File: config.mk
export PLATFORM = sky130hd
export DESIGN_NAME = memory_issue_split
export DESIGN_NICKNAME = d
export VERILOG_FILES = /design/src/rtl/memory_issue_split_pkg.sv /design/src/rtl/memory_issue_split_memory_lane_align.sv /design/src/rtl/memory_issue_split.sv
export SDC_FILE = /design/constraint.sdc
export NUM_CORES = 1
export LEC_CHECK = 0
export ABC_AREA = 1
export BUFFER_PORTS_ARGS = -buffer_cell sky130_fd_sc_hd__buf_4
export CAP_MARGIN = 20
export CORE_ASPECT_RATIO = 1.75
export CORE_UTILIZATION = 59
export CTS_CLUSTER_SIZE = 40
export DETAILED_ROUTE_END_ITERATION = 7
export PLACE_DENSITY = 0.87
export SETUP_SLACK_MARGIN = 0.1
export SYNTH_ARGS = -nofsm -noshare
export SYNTH_HDL_FRONTEND = slang
export SYNTH_SLANG_ARGS = --single-unit
File: constraint.sdc
create_clock -name clock -period 4.3 [get_ports clock]
set_input_delay 0.43 -clock clock [delete_from_list [all_inputs] [get_ports clock]]
set_output_delay 0.43 -clock clock [all_outputs]
set_load 0.03 [all_outputs]
File: src/rtl/memory_issue_split_pkg.sv
// Shared definitions for the memory issue stage: FSM states, beat kinds and
// small constant helpers used to size and classify accesses.
package memory_issue_split_pkg;

  typedef enum logic [1:0] {
    StIdle  = 2'd0,
    StBeat0 = 2'd1,
    StBeat1 = 2'd2
  } state_t;

  // Which half of a (possibly split) access the lane aligner should produce.
  localparam logic BEAT_LOWER = 1'b0;
  localparam logic BEAT_UPPER = 1'b1;

  // Ceiling log2 for elaboration-time sizing.
  function automatic int unsigned log2_int(input int unsigned value);
    int unsigned result;
    result = 0;
    for (int i = 0; i < 32; i++) begin
      if ((32'd1 << i) < value) result = i + 1;
    end
    return result;
  endfunction

  // An access needs two beats when its last byte falls past the word end.
  function automatic logic crosses_word(input int unsigned offset,
                                        input int unsigned log2_bytes,
                                        input int unsigned num_bytes);
    return (offset + (32'd1 << log2_bytes)) > num_bytes;
  endfunction

endpackage

File: src/rtl/memory_issue_split_memory_lane_align.sv
// Combinational lane steering for one beat of a memory access: byte enables,
// shifted store data and whether the access spans two words.
module memory_lane_align
  import memory_issue_split_pkg::*;
#(
  parameter int unsigned DATA_WIDTH     = 32,
  parameter int unsigned NUM_BYTES      = DATA_WIDTH / 8,
  parameter int unsigned LOG2_NUM_BYTES = log2_int(NUM_BYTES)
) (
  input  logic [LOG2_NUM_BYTES-1:0] offset,
  input  logic [LOG2_NUM_BYTES-1:0] log2_bytes,
  input  logic                      beat,
  input  logic [DATA_WIDTH-1:0]     store_data,
  output logic [NUM_BYTES-1:0]      byte_en,
  output logic [DATA_WIDTH-1:0]     data,
  output logic                      split
);

  logic [LOG2_NUM_BYTES:0] size;
  logic [LOG2_NUM_BYTES:0] rev;
  logic [NUM_BYTES:0]      mask;

  // Lower beat shifts the access up by offset; upper beat takes what spilled over.
  always_comb begin
    size = (LOG2_NUM_BYTES + 1)'(1) << log2_bytes;
    // One spare bit so a full-word mask does not overflow.
    mask = ((NUM_BYTES + 1)'(1) << size) - (NUM_BYTES + 1)'(1);
    rev  = (LOG2_NUM_BYTES + 1)'(NUM_BYTES) - {1'b0, offset};
    byte_en = '0;
    data    = '0;
    if (beat == BEAT_UPPER) begin
      byte_en = NUM_BYTES'(mask >> rev);
      data    = store_data >> {rev, 3'b000};
    end else begin
      byte_en = NUM_BYTES'(mask << offset);
      data    = store_data << {offset, 3'b000};
    end
    split = crosses_word(32'(offset), 32'(log2_bytes), NUM_BYTES);
  end

endmodule

File: src/rtl/memory_issue_split.sv
// Registered memory issue stage: accepts one load/store per handshake, splits
// word-crossing accesses into two aligned beats and holds each beat until the
// memory accepts it.
module memory_issue_split
  import memory_issue_split_pkg::*;
#(
  parameter int unsigned DATA_WIDTH     = 32,
  parameter int unsigned ADDRESS_BITS   = 20,
  parameter int unsigned NUM_BYTES      = DATA_WIDTH / 8,
  parameter int unsigned LOG2_NUM_BYTES = log2_int(NUM_BYTES)
) (
  input  logic                      clock,
  input  logic                      reset,
  input  logic                      load,
  input  logic                      store,
  input  logic [ADDRESS_BITS-1:0]   address,
  input  logic [DATA_WIDTH-1:0]     store_data,
  input  logic [LOG2_NUM_BYTES-1:0] log2_bytes,
  output logic                      req_ready,
  output logic                      memory_read,
  output logic                      memory_write,
  output logic [NUM_BYTES-1:0]      memory_byte_en,
  output logic [ADDRESS_BITS-1:0]   memory_address,
  output logic [DATA_WIDTH-1:0]     memory_data,
  input  logic                      memory_ready,
  output logic [LOG2_NUM_BYTES-1:0] load_offset,
  output logic                      load_second,
  output logic                      error,
  output logic [31:0]               split_count
);

  state_t                    state_q;
  logic [ADDRESS_BITS-1:0]   addr_q;
  logic [DATA_WIDTH-1:0]     data_q;
  logic [LOG2_NUM_BYTES-1:0] log2_q;
  logic                      is_load_q;
  logic                      error_q;
  logic [31:0]               split_count_q;

  logic                      bad_size;
  logic                      illegal;
  logic                      accept;
  logic                      req_split;
  logic                      final_beat;
  logic                      beat_sel;
  logic                      beat_split;
  logic [NUM_BYTES-1:0]      beat_byte_en;
  logic [DATA_WIDTH-1:0]     beat_data;
  logic [ADDRESS_BITS-1:0]   base_addr;

  memory_lane_align #(
    .DATA_WIDTH     (DATA_WIDTH),
    .NUM_BYTES      (NUM_BYTES),
    .LOG2_NUM_BYTES (LOG2_NUM_BYTES)
  ) u_lane_align (
    .offset     (addr_q[LOG2_NUM_BYTES-1:0]),
    .log2_bytes (log2_q),
    .beat       (beat_sel),
    .store_data (data_q),
    .byte_en    (beat_byte_en),
    .data       (beat_data),
    .split      (beat_split)
  );

  // Handshake decode: a new request may land on the cycle the last beat retires.
  always_comb begin
    beat_sel   = (state_q == StBeat1) ? BEAT_UPPER : BEAT_LOWER;
    final_beat = (state_q == StBeat1) || ((state_q == StBeat0) && !beat_split);
    req_ready  = !reset && ((state_q == StIdle) || (final_beat && memory_ready));
    bad_size   = 32'(log2_bytes) > LOG2_NUM_BYTES;
    illegal    = req_ready && ((load && store) || ((load || store) && bad_size));
    accept     = req_ready && (load ^ store) && !bad_size;
    req_split  = crosses_word(32'(address[LOG2_NUM_BYTES-1:0]), 32'(log2_bytes), NUM_BYTES);
  end

  // FSM, request capture, error pulse and saturating split counter.
  always_ff @(posedge clock) begin
    if (reset) begin
      state_q       <= StIdle;
      addr_q        <= '0;
      data_q        <= '0;
      log2_q        <= '0;
      is_load_q     <= 1'b0;
      error_q       <= 1'b0;
      split_count_q <= '0;
    end else begin
      error_q <= illegal;
      if (accept) begin
        state_q   <= StBeat0;
        addr_q    <= address;
        data_q    <= store_data;
        log2_q    <= log2_bytes;
        is_load_q <= load;
        if (req_split && (split_count_q != '1)) split_count_q <= split_count_q + 32'd1;
      end else if ((state_q == StBeat0) && memory_ready) begin
        state_q <= beat_split ? StBeat1 : StIdle;
      end else if ((state_q == StBeat1) && memory_ready) begin
        state_q <= StIdle;
      end
    end
  end

  // Memory-side outputs decode purely from registered state, so they hold while stalled.
  always_comb begin
    base_addr      = {addr_q[ADDRESS_BITS-1:LOG2_NUM_BYTES], {LOG2_NUM_BYTES{1'b0}}};
    memory_read    = (state_q != StIdle) && is_load_q;
    memory_write   = (state_q != StIdle) && !is_load_q;
    memory_byte_en = '0;
    memory_address = '0;
    memory_data    = '0;
    load_offset    = '0;
    load_second    = 1'b0;
    if (state_q != StIdle) begin
      memory_byte_en = beat_byte_en;
      // Upper beat wraps modulo the address space.
      memory_address = (state_q == StBeat1) ? base_addr + ADDRESS_BITS'(NUM_BYTES) : base_addr;
    end
    if (memory_write) memory_data = beat_data;
    if (memory_read) begin
      load_offset = addr_q[LOG2_NUM_BYTES-1:0];
      load_second = (state_q == StBeat1);
    end
    error       = error_q;
    split_count = split_count_q;
  end

endmodule
==> results of run 1 <==
## layout make-up
type | count | area, um^2
Clock buffer | 10 | 229
Fill cell | 917 | 2640
Tap cell | 127 | 159
Sequential cell | 90 | 1800
Clock inverter | 6 | 42.5
Multi-Input combinational cell | 807 | 3990
Timing Repair Buffer | 166 | 1260
Inverter | 80 | 300
## sequential cells by signal, indices dropped and copies added (netlist names)
register and cells:
error 1, addr_q 20, data_q 32, log2_q 2, split_count 32, is_load_q 1
state_q 2
## how the worst max path moves through the flow
| stage | endpoint | from | slack, ps | cells past startpoint |
|---|---|---|---|---|
| after global routing | memory_address[17] | state_q[0] | 790 | 9 |
| after CTS | memory_data[26] | state_q[0] | 1040 | 7 |
| after detailed placement | addr_q[1] | log2_q[0] | 1330 | 13 |
| after floorplan | memory_data[10] | addr_q[0] | 1120 | 8 |
| final | memory_address[10] | state_q[0] | 950 | 8 |
| after global placement | state_q[0] | log2_q[0] | 1400 | 11 |
## layer usage
metal,GRT usage,part of all wire,vias to the layer above
met2,0.637,0.51,429
met3,0.0551,0.071,89
li1,-,-,3695
met1,0.417,0.36,3418
met5,0,0,-
met4,0.228,0.058,0
## synth_stat cells
| cell type | count |
|---|---|
| sky130_fd_sc_hd__nor3_1 | 10 |
| sky130_fd_sc_hd__o31ai_1 | 1 |
| sky130_fd_sc_hd__o21a_1 | 1 |
| sky130_fd_sc_hd__xnor2_1 | 6 |
| sky130_fd_sc_hd__nor2_1 | 110 |
| sky130_fd_sc_hd__buf_4 | 5 |
| sky130_fd_sc_hd__a221o_1 | 15 |
| sky130_fd_sc_hd__clkinv_1 | 1 |
| sky130_fd_sc_hd__buf_1 | 10 |
| sky130_fd_sc_hd__conb_1 | 1 |
| sky130_fd_sc_hd__o311ai_0 | 1 |
| sky130_fd_sc_hd__dfxtp_1 | 90 |
| sky130_fd_sc_hd__nand4_1 | 36 |
| sky130_fd_sc_hd__nor3b_1 | 1 |
| sky130_fd_sc_hd__a22o_1 | 2 |
| sky130_fd_sc_hd__nand3_2 | 1 |
| sky130_fd_sc_hd__a22oi_1 | 1 |
| sky130_fd_sc_hd__inv_1 | 73 |
| sky130_fd_sc_hd__a21oi_1 | 75 |
| sky130_fd_sc_hd__a21oi_4 | 1 |
| sky130_fd_sc_hd__inv_2 | 6 |
| sky130_fd_sc_hd__and3_1 | 1 |
| sky130_fd_sc_hd__a32o_1 | 1 |
| sky130_fd_sc_hd__ha_1 | 15 |
| sky130_fd_sc_hd__nor4_1 | 1 |
| sky130_fd_sc_hd__xor2_1 | 11 |
| sky130_fd_sc_hd__buf_2 | 15 |
| sky130_fd_sc_hd__or2_2 | 2 |
| sky130_fd_sc_hd__clkbuf_1 | 36 |
| sky130_fd_sc_hd__o21ai_0 | 33 |
| sky130_fd_sc_hd__o211ai_1 | 1 |
| sky130_fd_sc_hd__and2_1 | 1 |
| sky130_fd_sc_hd__nor2_2 | 1 |
| sky130_fd_sc_hd__fa_1 | 2 |
| sky130_fd_sc_hd__buf_6 | 1 |
| sky130_fd_sc_hd__o21ai_1 | 1 |
| sky130_fd_sc_hd__a31oi_1 | 2 |
| sky130_fd_sc_hd__a221oi_1 | 10 |
| sky130_fd_sc_hd__nand3_1 | 129 |
| sky130_fd_sc_hd__nand3b_1 | 15 |
| sky130_fd_sc_hd__a211oi_1 | 8 |
| sky130_fd_sc_hd__nand2_1 | 310 |
## through the flow
stage          instances  cell area (um^2)   util
2_1_floorplan       1044              6390      -
3_3_place_gp        1269              7490  0.719
3_5_place_dp        1269              7490  0.719
4_1_cts             1285              7760  0.745
5_1_grt             1286              7780  0.747
6_report            1286              7780  0.747
## worst reg2reg max path, stage by stage, from the launching register on
cell	delay [ps]
sky130_fd_sc_hd__dfxtp_1	360
sky130_fd_sc_hd__inv_1	120
sky130_fd_sc_hd__ha_1	160
sky130_fd_sc_hd__ha_1	150
sky130_fd_sc_hd__inv_1	50
sky130_fd_sc_hd__fa_1	390
sky130_fd_sc_hd__nand2_1	110
sky130_fd_sc_hd__nand2_1	60
sky130_fd_sc_hd__nand2_1	50
sky130_fd_sc_hd__nand4_1	170
sky130_fd_sc_hd__a21oi_4	230
sky130_fd_sc_hd__nand3_2	570
sky130_fd_sc_hd__nand2_1	270
sky130_fd_sc_hd__a21oi_1	90
## kinds of logic (layout without fill, tap and decap cells)
group           Yosys count  after routing
buf+inv                 147            262
fa+ha+maj                17             17
simple gates            618            618
flops                    90             90
other cells               1              2
compound gates          153            153
xor+xnor                 17             17
## power by group through the flow
stage	Combinational, uW	Sequential (uW)	Clock (uW)
6_report	827	955	730
5_1_grt	895	960	771
4_1_cts	811	952	738
3_5_place_dp	809	971	0
3_3_place_gp	804	969	0
2_1_floorplan	564	949	0
==> impl_metrics.ini, run 1 <==
[status]
run_status = finished clean

[clock_tree]
tritoncts = yes
cts_num_sinks = 90
post-cts-setup-buffers = 0
cts.hold.buffers_added = 0
worstSkewPairLatency_ps = 340
clock_tree.root_cell = sky130_fd_sc_hd__clkbuf_16
htreeDepth = 3
cts_buffer_count = 9
path_clk_slew_ps = 70
ctsLongestPathBuffers = 2
post_cts_resize_count = 0

[detailed_routing]
routed_wirelength_um = 20700
antenna_left = 0
dr.first_iter.drc_count = 726
vias = 7631
drt_first_pass_iters = 6
remaining_drc_errors = 0
vias_per_cell = 5.93
wire_per_inst_um = 16.1

[logic_synthesis]
synth_top_family_by_area = simple AND/OR/NAND/NOR gates
postSynthAreaPerCell_um2 = 6.12
synth.top_cells.by_area = sky130_fd_sc_hd__dfxtp_1 (28%), sky130_fd_sc_hd__nand2_1 (18%), sky130_fd_sc_hd__nand3_1 (10%)
yosys.area_share.adder = 0.0357
post-synth-top-area-cell = sky130_fd_sc_hd__dfxtp_1
yosys.area_share.xor_xnor = 0.0233
synth_compound_area_frac = 0.147
synth-seq-cells = 90
syn-cell-area_um2 = 6380
netlist-cell-type-count = 42
yosys_warnings = 0
synth_top_cell_area_share = 0.282
synth_mux_area_frac = 0
syn_inst = 1043
synthSimpleGateAreaFrac = 0.418
synth-seq-area-share = 0.282

[pwr]
clock_power_share = 0.291
power.leakage_uw = 0.00352
seq_power_share = 0.380
switchingPower_uw = 955
net_sw_frac = 0.380
combPwrFrac = 0.329
power_per_cell_area_nw_per_um2 = 323
p_total_uw = 2510
worst_vdd_rail_ir_drop_uv = 207
cellInternalPower_uw = 1560

[critical_path]
crit_required_ps = 3870
worstPathCellList = inv_2 -> nand2_1 -> nor3_1 -> nand2_1 -> nor2_1 -> nand2_1 -> a221oi_1 -> buf_4
critPathCaptureType = output pin
slowest_stage = sky130_fd_sc_hd__dfxtp_1
reg2reg_depth = 13
critical-path-top-delay-family = simple AND/OR/NAND/NOR gates
crit_fanout = 23
worst_path_most_repeated_cell = sky130_fd_sc_hd__nand2_1
worst_r2r_end = split_count[4]
worstSetupStartpointType = register
rr_startpoint = log2_q[0]
cpPeakStageDelay_ps = 600
r2r_slack_ps = 1380
worst_path_arrival_ps = 2920
criticalPathCategory = register to output pin
critPathBufInv = 2

[layout]
finalNetCount = 1230
area_growth_syn_to_layout_pct = 21.9
layout_common_cells = sky130_fd_sc_hd__nand2_1 (309), sky130_fd_sc_hd__buf_4 (165), sky130_fd_sc_hd__nand3_1 (129)
diodes = 0
most_common_cell_after_layout_fill_and_taps_aside = sky130_fd_sc_hd__nand2_1
drive_gt1_frac = 0.167

[placed_design]
io_buffer_count = 151
place_hpwl_um = 15100
pre_cts_slack_ps = 1330
place.gp.congestion = 0.961

[min_path]
hp-start = address[4]
hp-class = input port to register
holdPathEnd = addr_q[4]
worstHoldPathCells = 3

[sta]
worst_slew_pin_slew_ps = 901
finClkSkew_ps = 7.93
min_period_ps = 3350
setup-tns-final_ps = 0
timing_max_transition_violations_final = 0
setup_ws_ps = 950
timing.final.setup_violations = 0
achievable-frequency_mhz = 299
timing.final.crit_share = 0.779
rsz0062_at_grt = false
timing.max_slew.rel_slack = 0.398
final_hold_viol_count = 0
whs_ps = 308

[floorplanning]
floorplan.die_area_um2 = 11300
io_pins = 154
start_util = 0.612
core_area_um2 = 10400
fp.dieW_um = 80.6
std_cell_rows = 49
die_height_um = 140

[global_route]
first_global_vias = 6945
antenna_violations_before_repair = 0
grt_start_max_net_pins = 60
first_pass_grt_wire_length_um = 32900
combined_global_route_utilization_of_all_metal_layers = 0.371
global_route.overflow_total = 0

[job]
drv_cap = 0
No activity file was read; power rests on OpenSTA's default activity.
==> inputs of run 2 (changes only) <==
--- a/config.mk
+++ b/config.mk
@@ -5,14 +5,14 @@
 export SDC_FILE = /design/constraint.sdc
 export NUM_CORES = 1
 export LEC_CHECK = 0
-export ABC_AREA = 1
+export ABC_AREA = 0
 export BUFFER_PORTS_ARGS = -buffer_cell sky130_fd_sc_hd__buf_4
 export CAP_MARGIN = 20
 export CORE_ASPECT_RATIO = 1.75
-export CORE_UTILIZATION = 59
+export CORE_UTILIZATION = 49
 export CTS_CLUSTER_SIZE = 40
 export DETAILED_ROUTE_END_ITERATION = 7
-export PLACE_DENSITY = 0.87
+export PLACE_DENSITY = 0.78
 export SETUP_SLACK_MARGIN = 0.1
 export SYNTH_ARGS = -nofsm -noshare
 export SYNTH_HDL_FRONTEND = slang
==> constraint.sdc (replaced) <==
create_clock -name clock -period 2.9 [get_ports clock]
set_input_delay 0.29 -clock clock [delete_from_list [all_inputs] [get_ports clock]]
set_output_delay 0.29 -clock clock [all_outputs]
set_load 0.03 [all_outputs]
==> run 2 against run 1 <==
  * Design area rose by 4.6%
  * Global-route usage fell by 8.0 points
  * Clock skew rose by 1.5 ps
  * Hold slack got worse by 180 ps
  * Sequential share of layout area fell by 0.90 points
  * Sequential power rose by 53%
  * Clock-buffer cell count did not move
  * Routed wire length fell by 9.2%
  * Highest routed layer unchanged
  * Area after synthesis fell by 5.2%
  * Critical path type is now register to register
  * First-iteration DRC count fell by 34%
  * Combinational power rose by 81%
==> impl_metrics.ini, run 2 <==
[logic_synthesis]
synthMostInstantiatedCell = sky130_fd_sc_hd__nand2_1
post-synth-top-area-cell = sky130_fd_sc_hd__dfxtp_1
yosys.area_share.xor_xnor = 0.0203
yosys.area_share.adder = 0.0376
synth_compound_area_frac = 0.209
netlist-cell-type-count = 61
number_of_enable_type_register_cells_in_the_synthesized_netlist = 0
synth-seq-area-share = 0.298
syn-cell-area_um2 = 6050
async_flop_share = 0
ys_top_cells_by_count = sky130_fd_sc_hd__nand2_1 (184), sky130_fd_sc_hd__dfxtp_1 (90), sky130_fd_sc_hd__o21ai_0 (80), sky130_fd_sc_hd__nor2_1 (68), sky130_fd_sc_hd__a21oi_1 (44)
postSynthAreaPerCell_um2 = 7.27
synth_top_family_by_area = simple AND/OR/NAND/NOR gates
synth.top_cells.by_area = sky130_fd_sc_hd__dfxtp_1 (30%), sky130_fd_sc_hd__nand2_1 (11%), sky130_fd_sc_hd__o21ai_0 (6.6%)
synth-seq-cells = 90
synth_mux_area_frac = 0.0958
syn_inst = 832
synthSimpleGateAreaFrac = 0.282
yosys_warnings = 0
synth-main-ff-cell = sky130_fd_sc_hd__dfxtp_1
synth_top_cell_area_share = 0.298

[sta]
setup-tns-final_ps = 0
timing.final.setup_violations = 0
rsz0062_at_grt = true
worst_slew_pin_slew_ps = 774
final_hold_viol_count = 0
timing.max_slew.rel_slack = 0.482
finClkSkew_ps = 9.43
achievable-frequency_mhz = 367
timing_max_transition_violations_final = 0
min_period_ps = 2730
timing.final.crit_share = 0.940

[floorplanning]
die_height_um = 149
std_cell_rows = 53
io_pins = 154
core_area_um2 = 12000
floorplan.die_area_um2 = 12800
start_util = 0.504
fp.dieW_um = 86.0

[job]
drv_cap = 0

[pwr]
power.leakage_uw = 0.00320
worst_vdd_rail_ir_drop_uv = 334
power_per_cell_area_nw_per_um2 = 523

[critical_path]
crit_fanout = 8
criticalPathCategory = register to register
crit_required_ps = 3190
worst_path_arrival_ps = 3020
worstSetupStartpointType = register
critPathCaptureType = register

[min_path]
hp-class = input port to register

[clock_tree]
worstSkewPairLatency_ps = 350
cts_num_sinks = 90
path_clk_slew_ps = 70
ctsLongestPathBuffers = 2
cts.hold.buffers_added = 0
htreeDepth = 3
tritoncts = yes
cts_buffer_count = 9
clock_tree.root_cell = sky130_fd_sc_hd__clkbuf_16

[status]
run_status = finished clean

[placed_design]
io_buffer_count = 151
place_hpwl_um = 13400
place.gp.congestion = 0.902

[detailed_routing]
vias_per_cell = 5.75
remaining_drc_errors = 0
dr.first_iter.drc_count = 479
vias = 6610
antenna_left = 0
drt_first_pass_iters = 5
routed_wirelength_um = 18800
wire_per_inst_um = 16.4

[global_route]
first_global_vias = 6257
global_route.overflow_total = 0
antenna_violations_before_repair = 0
combined_global_route_utilization_of_all_metal_layers = 0.291
grt_start_max_net_pins = 78
first_pass_grt_wire_length_um = 29500

[layout]
final_core_utilization = 0.678
area_growth_syn_to_layout_pct = 34.6
layout_common_cells = sky130_fd_sc_hd__nand2_1 (184), sky130_fd_sc_hd__buf_4 (184), sky130_fd_sc_hd__dfxtp_1 (86)
sequential_cell_area_um2 = 1810
layout.filler_cells = 1057
diodes = 0
drive_gt1_frac = 0.298
area_of_the_multi_input_gates_um2 = 4160
finalNetCount = 1055
## run 2: cell types whose count changed in the layout (fill, tap and decap cells not counted), sizes merged, moves of 42 or more
cell and change:
nand3 -105, nand2 -126, inv -52, nor2 -42, o21ai +49
## run 2: where the power goes
group / switching [uW] / total [uW] / leakage, uW / internal, uW
Sequential: 129 / 1460 / 0.000736 / 1330
Clock: 533 / 1300 / 0.000156 / 768
Combinational: 889 / 1500 / 0.00231 / 609
Total: 1550 / 4260 / 0.00320 / 2710
## run 2: per-stage QoR
stage,total power [uW],instance area (um^2),hold WS (ps),cells,worst slack [ps]
6_report,4260,8140,127,1149,175
5_1_grt,4460,8140,129,1149,52.1
4_1_cts,4190,7900,121,1143,67.7
3_5_place_dp,2870,7530,474,1125,38.0
3_3_place_gp,2850,7530,465,1125,92.7
2_1_floorplan,2380,6150,398,833,122
## run 2: what timing repair did
action | in CTS | in global routing
setup endpoints to repair | 35 | 44
pin swaps | 8 | 24
cloned | 0 | 2
buffers inserted | 2 | 4
gates resized for setup | 10 | 39
## run 2: area by class of cell
class                      count  share of cell area
timing repair buffer         193               0.189
sequential                    90               0.222
inverter                      25              0.0121
clock inverter                 6              0.0118
multi-input combinational    660               0.511
tap                          165              0.0254
clock buffer                  10              0.0281
## run 2: worst paths after layout
path                                     start        endpoint  slack (ps)  cells past startpoint
worst max register to register       log2_q[1]  split_count[8]         170                     13
worst min-delay path            store_data[12]      data_q[12]         130                      3
worst max-delay path                 log2_q[1]  split_count[8]         170                     13
worst min register to register      addr_q[19]      addr_q[19]         480                      2
## run 2: critical path, cell delays in order (launching register included)
cell,delay [ps]
sky130_fd_sc_hd__dfxtp_2,340
sky130_fd_sc_hd__inv_4,80
sky130_fd_sc_hd__ha_4,130
sky130_fd_sc_hd__ha_4,120
sky130_fd_sc_hd__inv_1,40
sky130_fd_sc_hd__fa_2,510
sky130_fd_sc_hd__nand2b_1,60
sky130_fd_sc_hd__a22oi_2,200
sky130_fd_sc_hd__and3_4,230
sky130_fd_sc_hd__nor2_4,50
sky130_fd_sc_hd__buf_6,150
sky130_fd_sc_hd__buf_12,130
sky130_fd_sc_hd__or4_4,500
sky130_fd_sc_hd__a21oi_2,110
## run 2: cells by family (layout without fill, tap and decap cells)
logic type,count (synthesis),count (layout)
AO/OA/AOI/OAI,203,203
XOR/XNOR,14,14
AND/OR/NAND/NOR,369,369
multiplexers,55,55
other,1,2
adder cells (fa/ha/maj),17,17
flip-flops,90,90
buffers and inverters,83,234
## run 2: metal layers
metal / share of wire / vias to the layer above / routed length [um] / track usage
li1: - / 3215 / - / -
met1: 0.36 / 3058 / 6780 / 0.305
met2: 0.54 / 275 / 10100 / 0.537
met3: 0.061 / 62 / 1140 / 0.0498
met4: 0.041 / 0 / 763 / 0.159
met5: 0 / - / 0 / 0
